--- src/rtl/inst_fetch_pkg.sv ---
// Shared types and constants for the instruction-fetch stage.
package inst_fetch_pkg;

   typedef enum logic [1:0] {
      FS_IDLE = 2'd0,
      FS_WAIT = 2'd1,
      FS_DROP = 2'd2
   } fetch_state_e;

   localparam logic [31:0] INST_NOP = 32'h0000_0000;
   localparam logic [31:0] PC_STEP  = 32'd4;

   typedef struct packed {
      logic [31:0] pc;
      logic [31:0] inst;
   } fetch_entry_t;

endpackage

--- src/rtl/inst_fetch_fifo.sv ---
// Instruction buffer: power-of-two FIFO of {pc, inst} entries with a synchronous flush.
module fetch_fifo
   import inst_fetch_pkg::*;
#(
   parameter int DEPTH = 2
) (
   input  logic                     clk,
   input  logic                     rst,
   input  logic                     push_i,
   input  fetch_entry_t             push_data_i,
   input  logic                     pop_i,
   input  logic                     flush_i,
   output logic [$clog2(DEPTH):0]   count_o,
   output fetch_entry_t             head_o
);

   localparam int AW = $clog2(DEPTH);
   localparam int CW = AW + 1;

   fetch_entry_t   mem_q [DEPTH];
   logic [AW-1:0]  wr_ptr_q;
   logic [AW-1:0]  rd_ptr_q;
   logic [CW-1:0]  count_q;
   logic           do_push;
   logic           do_pop;

   // A push into a full buffer is legal only when the head leaves in the same cycle.
   assign do_pop  = pop_i && (count_q != '0);
   assign do_push = push_i && ((count_q != CW'(DEPTH)) || do_pop);

   always_ff @(posedge clk or posedge rst) begin
      if (rst) begin
         wr_ptr_q <= '0;
         rd_ptr_q <= '0;
         count_q  <= '0;
      end else if (flush_i) begin
         wr_ptr_q <= '0;
         rd_ptr_q <= '0;
         count_q  <= '0;
      end else begin
         if (do_push) wr_ptr_q <= wr_ptr_q + 1'b1;
         if (do_pop)  rd_ptr_q <= rd_ptr_q + 1'b1;
         count_q <= count_q + CW'(do_push) - CW'(do_pop);
      end
   end

   always_ff @(posedge clk) begin
      if (do_push && !flush_i) mem_q[wr_ptr_q] <= push_data_i;
   end

   assign count_o = count_q;
   assign head_o  = mem_q[rd_ptr_q];

endmodule

--- src/rtl/inst_fetch.sv ---
// Fetch stage: owns the fetch PC, keeps one imem read in flight and buffers returned words.
module inst_fetch
   import inst_fetch_pkg::*;
#(
   parameter logic [31:0] RESET_PC = 32'h0000_0000,
   parameter int          DEPTH    = 2
) (
   input  logic        clk,
   input  logic        rst,
   input  logic        cpu_en,
   input  logic        redirect,
   input  logic [31:0] redirect_pc,
   output logic        imem_req,
   output logic [31:0] imem_addr,
   input  logic        imem_ack,
   input  logic [31:0] imem_rdata,
   output logic        inst_valid,
   output logic [31:0] inst,
   output logic [31:0] inst_pc,
   input  logic        inst_ready,
   output logic [1:0]  dbg_state
);

   // imem handshake: imem_req and imem_addr are registered and hold until the cycle
   // imem_ack=1 completes the read; imem_rdata is only sampled in that cycle.
   localparam int CW = $clog2(DEPTH) + 1;

   fetch_state_e  state_q, state_d;
   logic [31:0]   fetch_pc_q, fetch_pc_d;
   logic [31:0]   addr_q, addr_d;
   logic          req_q, req_d;
   logic [CW-1:0] count;
   logic [CW-1:0] count_after;
   fetch_entry_t  head;
   logic          redir;
   logic          ack;
   logic          pop;
   logic          push;
   logic [31:0]   next_pc;

   assign redir       = redirect && cpu_en;
   assign ack         = imem_ack && req_q;
   assign pop         = inst_valid && inst_ready && cpu_en && !redir;
   assign next_pc     = addr_q + PC_STEP;
   assign count_after = count + CW'(1) - CW'(pop);

   always_ff @(posedge clk or posedge rst) begin
      if (rst) begin
         state_q    <= FS_IDLE;
         fetch_pc_q <= RESET_PC;
         addr_q     <= RESET_PC;
         req_q      <= 1'b0;
      end else begin
         state_q    <= state_d;
         fetch_pc_q <= fetch_pc_d;
         addr_q     <= addr_d;
         req_q      <= req_d;
      end
   end

   always_comb begin
      state_d    = state_q;
      fetch_pc_d = fetch_pc_q;
      addr_d     = addr_q;
      req_d      = req_q;
      push       = 1'b0;
      case (state_q)
         FS_IDLE: begin
            if (redir) begin
               fetch_pc_d = redirect_pc;
               addr_d     = redirect_pc;
               req_d      = 1'b1;
               state_d    = FS_WAIT;
            end else if (cpu_en && (count < CW'(DEPTH))) begin
               addr_d  = fetch_pc_q;
               req_d   = 1'b1;
               state_d = FS_WAIT;
            end
         end
         FS_WAIT: begin
            if (redir) begin
               fetch_pc_d = redirect_pc;
               // The in-flight read cannot be withdrawn; if it completes now, just retarget.
               if (ack) addr_d = redirect_pc;
               else     state_d = FS_DROP;
            end else if (ack) begin
               push       = 1'b1;
               fetch_pc_d = next_pc;
               if (cpu_en && (count_after < CW'(DEPTH))) begin
                  addr_d = next_pc;
               end else begin
                  req_d   = 1'b0;
                  state_d = FS_IDLE;
               end
            end
         end
         FS_DROP: begin
            if (redir) fetch_pc_d = redirect_pc;
            if (ack) begin
               if (cpu_en) begin
                  addr_d  = redir ? redirect_pc : fetch_pc_q;
                  state_d = FS_WAIT;
               end else begin
                  req_d   = 1'b0;
                  state_d = FS_IDLE;
               end
            end
         end
         default: begin
            req_d   = 1'b0;
            state_d = FS_IDLE;
         end
      endcase
   end

   fetch_fifo #(.DEPTH(DEPTH)) u_fifo (
      .clk         (clk),
      .rst         (rst),
      .push_i      (push),
      .push_data_i ('{pc: addr_q, inst: imem_rdata}),
      .pop_i       (pop),
      .flush_i     (redir),
      .count_o     (count),
      .head_o      (head)
   );

   assign imem_req   = req_q;
   assign imem_addr  = addr_q;
   assign inst_valid = (count != '0);
   assign inst       = inst_valid ? head.inst : INST_NOP;
   assign inst_pc    = inst_valid ? head.pc : 32'h0;
   assign dbg_state  = state_q;

endmodule

--- config.mk ---
export PLATFORM = sky130hd
export DESIGN_NAME = inst_fetch
export DESIGN_NICKNAME = d
export VERILOG_FILES = /design/src/rtl/inst_fetch_pkg.sv /design/src/rtl/inst_fetch_fifo.sv /design/src/rtl/inst_fetch.sv
export SDC_FILE = /design/constraint.sdc
export NUM_CORES = 1
export LEC_CHECK = 0
export CORE_MARGIN = 10
export CORE_UTILIZATION = 55
export CTS_BUF_LIST = sky130_fd_sc_hd__clkbuf_2 sky130_fd_sc_hd__clkbuf_4 sky130_fd_sc_hd__clkbuf_8
export CTS_CLUSTER_SIZE = 16
export DETAILED_ROUTE_END_ITERATION = 16
export HOLD_SLACK_MARGIN = 0.06
export PLACE_DENSITY = 0.88
export SYNTH_ARGS = -nofsm -noshare
export SYNTH_HDL_FRONTEND = slang
export SYNTH_SLANG_ARGS = --single-unit
--- constraint.sdc ---
create_clock -name clk -period 4.6 [get_ports clk]
set_input_delay 0.92 -clock clk [delete_from_list [all_inputs] [get_ports clk]]
set_output_delay 0.92 -clock clk [all_outputs]
set_load 0.01 [all_outputs]
# Word level (Yosys, flattened, before mapping)

Memory sizes are Yosys's and may differ from the RTL's.
Index checks and enable logic that the tools add are counted.
Widths: inputs -> output; s select.

$add $sub $neg: 7
Magnitude comparators: 2
Equality and inequality tests: 14
Multiplexer cells: 42
Reductions and logical operators: 23

Operators with widths:

| operator              | number |
|---|---|
| $mux 32               | 13 |
| $pmux 32 s3           | 1 |
| $pmux 32 s2           | 1 |
| $add 32x3->32 const B | 1 |
| $mux 1                | 17 |
| $mux 2                | 8 |
| $ne 2x2->1 const B    | 7 |
| $ne 3x2->1 const B    | 4 |
| $reduce_and 6->1      | 2 |
| $logic_and 1x1->1     | 10 |
| $reduce_bool 2->1     | 4 |
| $pmux 2 s3            | 1 |
| $reduce_and 5->1      | 1 |
| $lt 2x2->1 const B    | 2 |
| $sub 2x1->2           | 2 |
| $ne 3x3->1 const B    | 1 |
| $pmux 1 s3            | 1 |
| $reduce_bool 3->1     | 1 |
| $add 1x1->1 const B   | 2 |
| $add 2x1->2           | 1 |
| $add 2x1->2 const B   | 1 |
| $eq 2x1->1 const B    | 1 |
| $eq 2x2->1 const B    | 1 |
| $logic_not 2->1       | 1 |
| 4 further kinds       | 4 |

Register bits after elaboration: 71
RAM bits: 128
Output and inout port bits: 100
Memories: 1

Memories:

| name         | depth | bits a word | read ports | clocked after Yosys merged registers in | wr ports | line                  | text |
|---|---|---|---|---|---|---|---|
| u_fifo.mem_q | 2     | 64          | 1          | 0                                       | 1        | inst_fetch_fifo.sv:20 | `fetch_entry_t mem_q [DEPTH];` |

# Logic depth before layout (Yosys ltp)

Gate-level depths: netlist (run 1).

Depth after elaboration: 11
Mapped depth: 9
Mapped depth without buffers: 9

# By module

From an unflattened synthesis (run 1), not the netlist that was laid out.

Cell total of the unflattened synthesis: 835
Area total of the unflattened synthesis: 9744.3 µm²

Modules (own cells, without submodules):

| module     | times used | cells an instance | area each (µm²) |
|---|---|---|---|
| fetch_fifo | 1          | 221               | 4874.7 |
| inst_fetch | 1          | 614               | 4869.7 |

# Worst setup path after synthesis (run 1)

No wires, ideal clock.

Path kind: input to register
Start point: input cpu_en
End point: memory u_fifo.mem_q[1][0] (netlist name) (enable)
Arrival: 3503 ps
Data required time: 4171 ps
Slack: 669 ps
Cell stages on the path: 6
Buffers on the path: 1
Cells stage by stage: buf_2 -> and2_1 -> nor3_2 -> nand2_1 -> a31oi_1 -> and2_1

Word-level cells in the longest chain between the ends: 9

Ends and longest elaborated chain:

| element                          | line                                    | text |
|---|---|---|
| start: declaration               | inst_fetch.sv:10                        | `input logic cpu_en,` |
| $logic_and 1x1->1                | inst_fetch.sv:41                        | `assign redir = redirect && cpu_en;` |
| $logic_not 1->1                  | inst_fetch_fifo.sv:48, inst_fetch.sv:43 |  |
| $logic_and 1x1->1                | inst_fetch.sv:43                        | `assign pop = inst_valid && inst_ready && cpu_en && !redir;` |
| $logic_and 1x1->1                | inst_fetch_fifo.sv:28                   | `assign do_pop = pop_i && (count_q != '0);` |
| $logic_or 1x1->1                 | inst_fetch_fifo.sv:29                   | `assign do_push = push_i && ((count_q != CW'(DEPTH)) \|\| do_pop);` |
| $logic_and 1x1->1                | inst_fetch_fifo.sv:29                   |  |
| $logic_and 1x1->1 (*)            | inst_fetch_fifo.sv:48                   | `if (do_push && !flush_i) mem_q[wr_ptr_q] <= push_data_i;` |
| $mux 1 (*)                       | inst_fetch_fifo.sv:48                   |  |
| $mux 1 (implied by the code) (*) | inst_fetch_fifo.sv:48                   |  |
| end: declaration                 | inst_fetch_fifo.sv:20                   |  |

Mark *: on every way between the ends. The rest lies on a longest branch, timed or not.

# Worst setup path in the final report (run 1)

Start point: input cpu_en
End point: memory u_fifo.mem_q[1][43] (netlist name) (enable)

Same word-level chain as after synthesis.

==> results.ini, run 1 <==
[synthesis]
synthCells=856
yosysWarnings=0
syn_nets=929
async_flop_share_pct=35.7
synth_seq_cells=199
ys_top_cells_by_count=128 x edfxtp_1, 126 x nor2_1, 80 x nand2_1, 71 x dfrtp_1, 69 x mux2i_1
synth_top_area_share_pct=40.5
yosys.area.top_type=edfxtp_1
synth.most_common_cell=edfxtp_1
synth-edff-count=128
synth_area_leaders=edfxtp_1 40%, dfrtp_1 19%, mux2i_1 7.3%, nor2_1 5.0%, nand2_1 3.2%
ys_seq_area_share_pct=59.2
synth_cell_types=56
synth_area_per_cell_um2=11.1
syn_area_um2=9500
synth_flop_cell=edfxtp_1

[global_route]
grt_max_degree=72
grt_pass1_vias=7308
grt_pass1_wl_um=38600
grt_usage_pct=21.4
antenna_found_initial=0
grt-ovfl-total=0

[sta]
rsz0062_at_grt=no
hold_viol_final=0
period_share_pct=74.5
period_minus_slack_ns=3.43
drv_slew=0
max_freq_mhz=292
setup_tns_ns=0
setup_viol=0
slew_headroom_pct=16.3
tightest_slew_ns=1.25
skew_ns=0.0125

[setup_path]
crit_type=input pin to flop
critPathSlowestCell=clkdlybuf4s50_1
critPathBufInv=2
end_kind=flop
crit_required_ns=4.71
crit_family=simple AND/OR/NAND/NOR gates
cp-start-kind=input pin
rrSetupSlack_ns=1.50
arrival_ns=3.54
crit_fanout=33
path_cells=clkdlybuf4s50_1, and2_1, nor3_2, nand2_1, a31oi_1, and2_4, buf_4
cpPeakStageDelay_ns=0.54

[cts]
cts.sinks=199
clk_latency_ns=0.46
post_cts_resized=0
clock-root-buffer=clkbuf_8
hold_buffers=0
cts_tree=yes
clkTransAtPathRegs_ns=0.10
h-tree-depth=4
cts_setup_buffers=0
cts-buffers-inserted=17
clock_path_buffers=2

[floorplanning]
die_area_um2=22900
die_height_um=151
start_util_pct=56.7
ios=170
core_area_um2=16800
die_x_um=151
fp-row-count=47

[detailed_routing]
wire_per_inst_um=20.2
drt-total-wl_um=25100
first_pass_iters=8
viasPerCell=6.11
final_antenna_net_count=0
drc=0
via_count=7603
drtIter0Drc=677

[power]
p_leak_nw=4.23
total_power_w=0.00742
power_per_cell_area_nw_per_um2=627
peakVddDrop_v=0.000346

[status]
status=complete, no violations

[placement]
port_buffers=169
dpl-instance-area_um2=11500
place_congestion=0.898
hpwl_um=17400

[layout]
drive_gt1_share_pct=6.84
antenna_cells=0
fin_area_um2=11800
area_growth_pct=24.5
num-nets-final=1084
post-route-util_pct=70.6

[flow_run]
drv_cap=0

[hold_path]
hold_class=flop to flop

==> logic make-up (layout without fill, tap and decap cells) <==
kind of cell	after synthesis	count (layout)	share of synthesized area, %
and+or+nand+nor	279	279	13.6
muxes	69	69	7.27
AOI/OAI and AO/OA	211	211	14.1
buffers and inverters	65	233	2.70
adders and majority gates	3	3	0.395
xor gates and xnor gates	30	30	2.77
DFF	199	199	59.2
==> sequential cells by signal, indices dropped and copies added (netlist names) <==
register	flops
u_fifo.mem_q	128
fetch_pc_q	32
imem_addr	32
dbg_state	2
u_fifo.count_o	2
imem_req	1
u_fifo.rd_ptr_q	1
u_fifo.wr_ptr_q	1
==> worst paths after layout <==
check | to | cells past startpoint | start
min in group asynchronous | fetch_pc_q[3] | 3 | rst
setup / recovery | u_fifo.mem_q[1][43] | 7 | cpu_en
hold reg to reg | fetch_pc_q[26] | 2 | fetch_pc_q[26]
hold / removal | fetch_pc_q[26] | 2 | fetch_pc_q[26]
max in group asynchronous | u_fifo.rd_ptr_q | 3 | rst
setup reg to reg | u_fifo.mem_q[1][43] | 6 | dbg_state[1]
==> worst min-delay path: stages, from the launching register on <==
cell	delay (ns)
dfrtp_1	0.35
a21oi_1	0.07
o221ai_1	0.07
==> layer usage <==
layer	up-vias	GRT usage (%)	part of all wire [%]
met4	0	8.42	2.5
met2	474	35.6	49
met1	3622	26.5	38
met3	60	5.10	11
li1	3447	-	-
met5	-	0	0
==> per-stage QoR <==
step	setup WS [ns]	std cells	hold slack, ns
6_report	1.17	1244	0.525
3_3_place_gp	0.864	1212	0.483
5_1_grt	1.03	1244	0.570
2_1_floorplan	0.669	856	0.468
4_1_cts	1.16	1244	0.523
3_5_place_dp	0.766	1212	0.500
==> cell usage in the layout (no fill, tap or decap), types with 6 or more instances in the layout <==
master             n
a211oi_1          11
a21oi_1           59
a22o_1            16
buf_4             16
clkbuf_8          19
clkdlybuf4s50_1  169
clkinvlp_4         7
dfrtp_1           70
edfxtp_1         128
inv_1             11
mux2i_1           69
nand2_1           80
nand2b_1           6
nand3_1           15
nor2_1           125
nor2b_1            7
nor3_1            11
o21ai_0           58
o221ai_1           8
o22ai_1           21
xnor2_1           17
xor2_1            13
==> cell type report <==
cell class	count	area, µm²
Tap cell	220	275
Clock inverter	10	75.1
Timing Repair Buffer	189	1890
Clock buffer	22	284
Fill cell	1189	4930
Inverter	12	45.0
Sequential cell	199	5620
Multi-Input combinational cell	592	3640
==> where the power goes <==
group	internal [W]	total [W]	switching, W
Clock	0.000422	0.00102	0.000600
Sequential	0.00247	0.00300	0.000535
Combinational	0.00157	0.00339	0.00182
No activity file was read; power rests on OpenSTA's default activity.
==> run 2, diff against run 1 <==
==> constraint.sdc (replaced) <==
create_clock -name clk -period 3.28 [get_ports clk]
set_input_delay 0.656 -clock clk [delete_from_list [all_inputs] [get_ports clk]]
set_output_delay 0.656 -clock clk [all_outputs]
set_load 0.01 [all_outputs]
==> run 2 against run 1 <==
  * Combinational power grew 44%
  * Die area is the same
  * Non-clock buffer count increased by 18
  * Critical endpoint is now inst_pc[10]
==> results.ini, run 2 (synthesized netlist as in run 1, its figures left out) <==
[placement]
dpl_worst_slack_ns=0.366
hpwl_um=17800
port_buffers=169
place_congestion=0.902

[detailed_routing]
wire_per_inst_um=20.2
viasPerCell=5.95
drtIter0Drc=825
drc=0
final_antenna_net_count=0
drt-total-wl_um=25500
via_count=7513
first_pass_iters=7

[layout]
drive_gt1_share_pct=8.35
post-route-util_pct=72.1
area_growth_pct=27.1
top_register=u_fifo.mem_q
most-common-layout-cells=169 x clkdlybuf4s50_1, 128 x edfxtp_1, 125 x nor2_1
num-nets-final=1102
layout_commonest_cell=clkdlybuf4s50_1
largest_reg_flops=128

[power]
swShare_pct=39.1
total_power_w=0.0107
intPower_w=0.00654
peakVddDrop_v=0.000552
p_seq_share_pct=39.1
clockPowerShare_pct=15.3
comb_power_share_pct=45.6
p_leak_nw=4.38
power_per_cell_area_nw_per_um2=889
switching_power_w=0.00420

[sta]
period_share_pct=89.1
slew_headroom_pct=36.1
setup_slack_ns=0.356
setup_tns_ns=0
tightest_slew_ns=0.958
rsz0062_at_grt=no
drv_slew=0
max_freq_mhz=342
skew_ns=0.0146
period_minus_slack_ns=2.92
setup_viol=0
hold_viol_final=0

[cts]
hold_buffers=0
cts_tree=yes
cts.sinks=199
clock-root-buffer=clkbuf_8
clkTransAtPathRegs_ns=0.10
cts-buffers-inserted=17
clk_latency_ns=0.47
h-tree-depth=4
clock_path_buffers=2
cts_setup_buffers=0
post_cts_resized=0

[global_route]
grt_pass1_vias=7313
grt_usage_pct=22.0
grt-ovfl-total=0
grt_max_degree=49
antenna_found_initial=1
grt_pass1_wl_um=39500

[setup_path]
critPathSlowestCell=dfrtp_4
crit_required_ns=2.62
cpPeakStageDelay_ns=0.69
arrival_ns=2.27
crit_type=flop to output pin
crit_fanout=23
end_kind=output pin
path_cells=buf_4, mux2i_1, nor2_1, clkdlybuf4s50_1
cp-start-kind=flop

[floorplanning]
fp-row-count=47
core_area_um2=16800
start_util_pct=56.7
ios=170
die_x_um=151
die_height_um=151
die_area_um2=22900

[flow_run]
drv_cap=0

[hold_path]
hold_class=flop to flop

[status]
status=complete, no violations

-- run 2: final timing paths --
path	start	end	slack (ns)	cells after the start
max	u_fifo.rd_ptr_q	inst_pc[10]	0.36	4
min	fetch_pc_q[26]	fetch_pc_q[26]	0.51	2
max reg2reg	imem_addr[2]	imem_addr[26]	0.65	7
min reg2reg	fetch_pc_q[26]	fetch_pc_q[26]	0.51	2
max in group asynchronous	rst	fetch_pc_q[17]	2.01	3
min in group asynchronous	rst	imem_addr[3]	0.59	2
-- run 2: critical path: cells and delay by family (launching register included) --
family / cells / cell delay, ns
buffers and inverters: 2 / 0.79
flip-flops: 1 / 0.69
multiplexers: 1 / 0.24
AND/OR/NAND/NOR: 1 / 0.08
-- run 2: power groups by stage --
stage	registers, W	logic (W)	clock network (W)
global route	0.00429	0.00531	0.00177
finish	0.00420	0.00489	0.00165
detailed placement	0.00422	0.00488	0
global placement	0.00419	0.00473	0
CTS	0.00418	0.00491	0.00167
floorplan	0.00408	0.00270	0
-- run 2: layer usage --
| metal | GRT usage [%] | part of all wire, % | vias up |
|---|---|---|---|
| met5 | 0 | 0 | - |
| met4 | 7.03 | 1.8 | 0 |
| met3 | 4.74 | 10 | 39 |
| met2 | 35.8 | 49 | 432 |
| met1 | 28.9 | 40 | 3556 |
| li1 | - | - | 3486 |
-- run 2: per-stage QoR --
stage	area, µm²	hold WS, ns	std cells
2_1_floorplan	9500	0.468	856
3_3_place_gp	11700	0.481	1230
3_5_place_dp	11700	0.486	1230
4_1_cts	12100	0.511	1262
5_1_grt	12100	0.543	1263
6_report	12100	0.510	1263
-- run 2: cell type report --
type                            instances  area [µm²]
Antenna cell                            1        2.50
Multi-Input combinational cell        592        3640
Inverter                               12        45.0
Clock inverter                         13         170
Timing Repair Buffer                  207        2080
Tap cell                              220         275
Sequential cell                       199        5620
Clock buffer                           19         249
Fill cell                            1162        4680
==> run 3, diff against run 2 <==
--- a/config.mk
+++ b/config.mk
@@ -5,6 +5,7 @@
 export SDC_FILE = /design/constraint.sdc
 export NUM_CORES = 1
 export LEC_CHECK = 0
+export ABC_CLOCK_PERIOD_IN_PS = 3280
 export CORE_MARGIN = 10
 export CORE_UTILIZATION = 55
 export CTS_BUF_LIST = sky130_fd_sc_hd__clkbuf_2 sky130_fd_sc_hd__clkbuf_4 sky130_fd_sc_hd__clkbuf_8
@@ -12,6 +13,7 @@
 export DETAILED_ROUTE_END_ITERATION = 16
 export HOLD_SLACK_MARGIN = 0.06
 export PLACE_DENSITY = 0.88
+export SLEW_MARGIN = 0
 export SYNTH_ARGS = -nofsm -noshare
 export SYNTH_HDL_FRONTEND = slang
 export SYNTH_SLANG_ARGS = --single-unit
==> results of run 3 <==
Same layout as run 2: the final DEF is identical, and so are final timing and power.
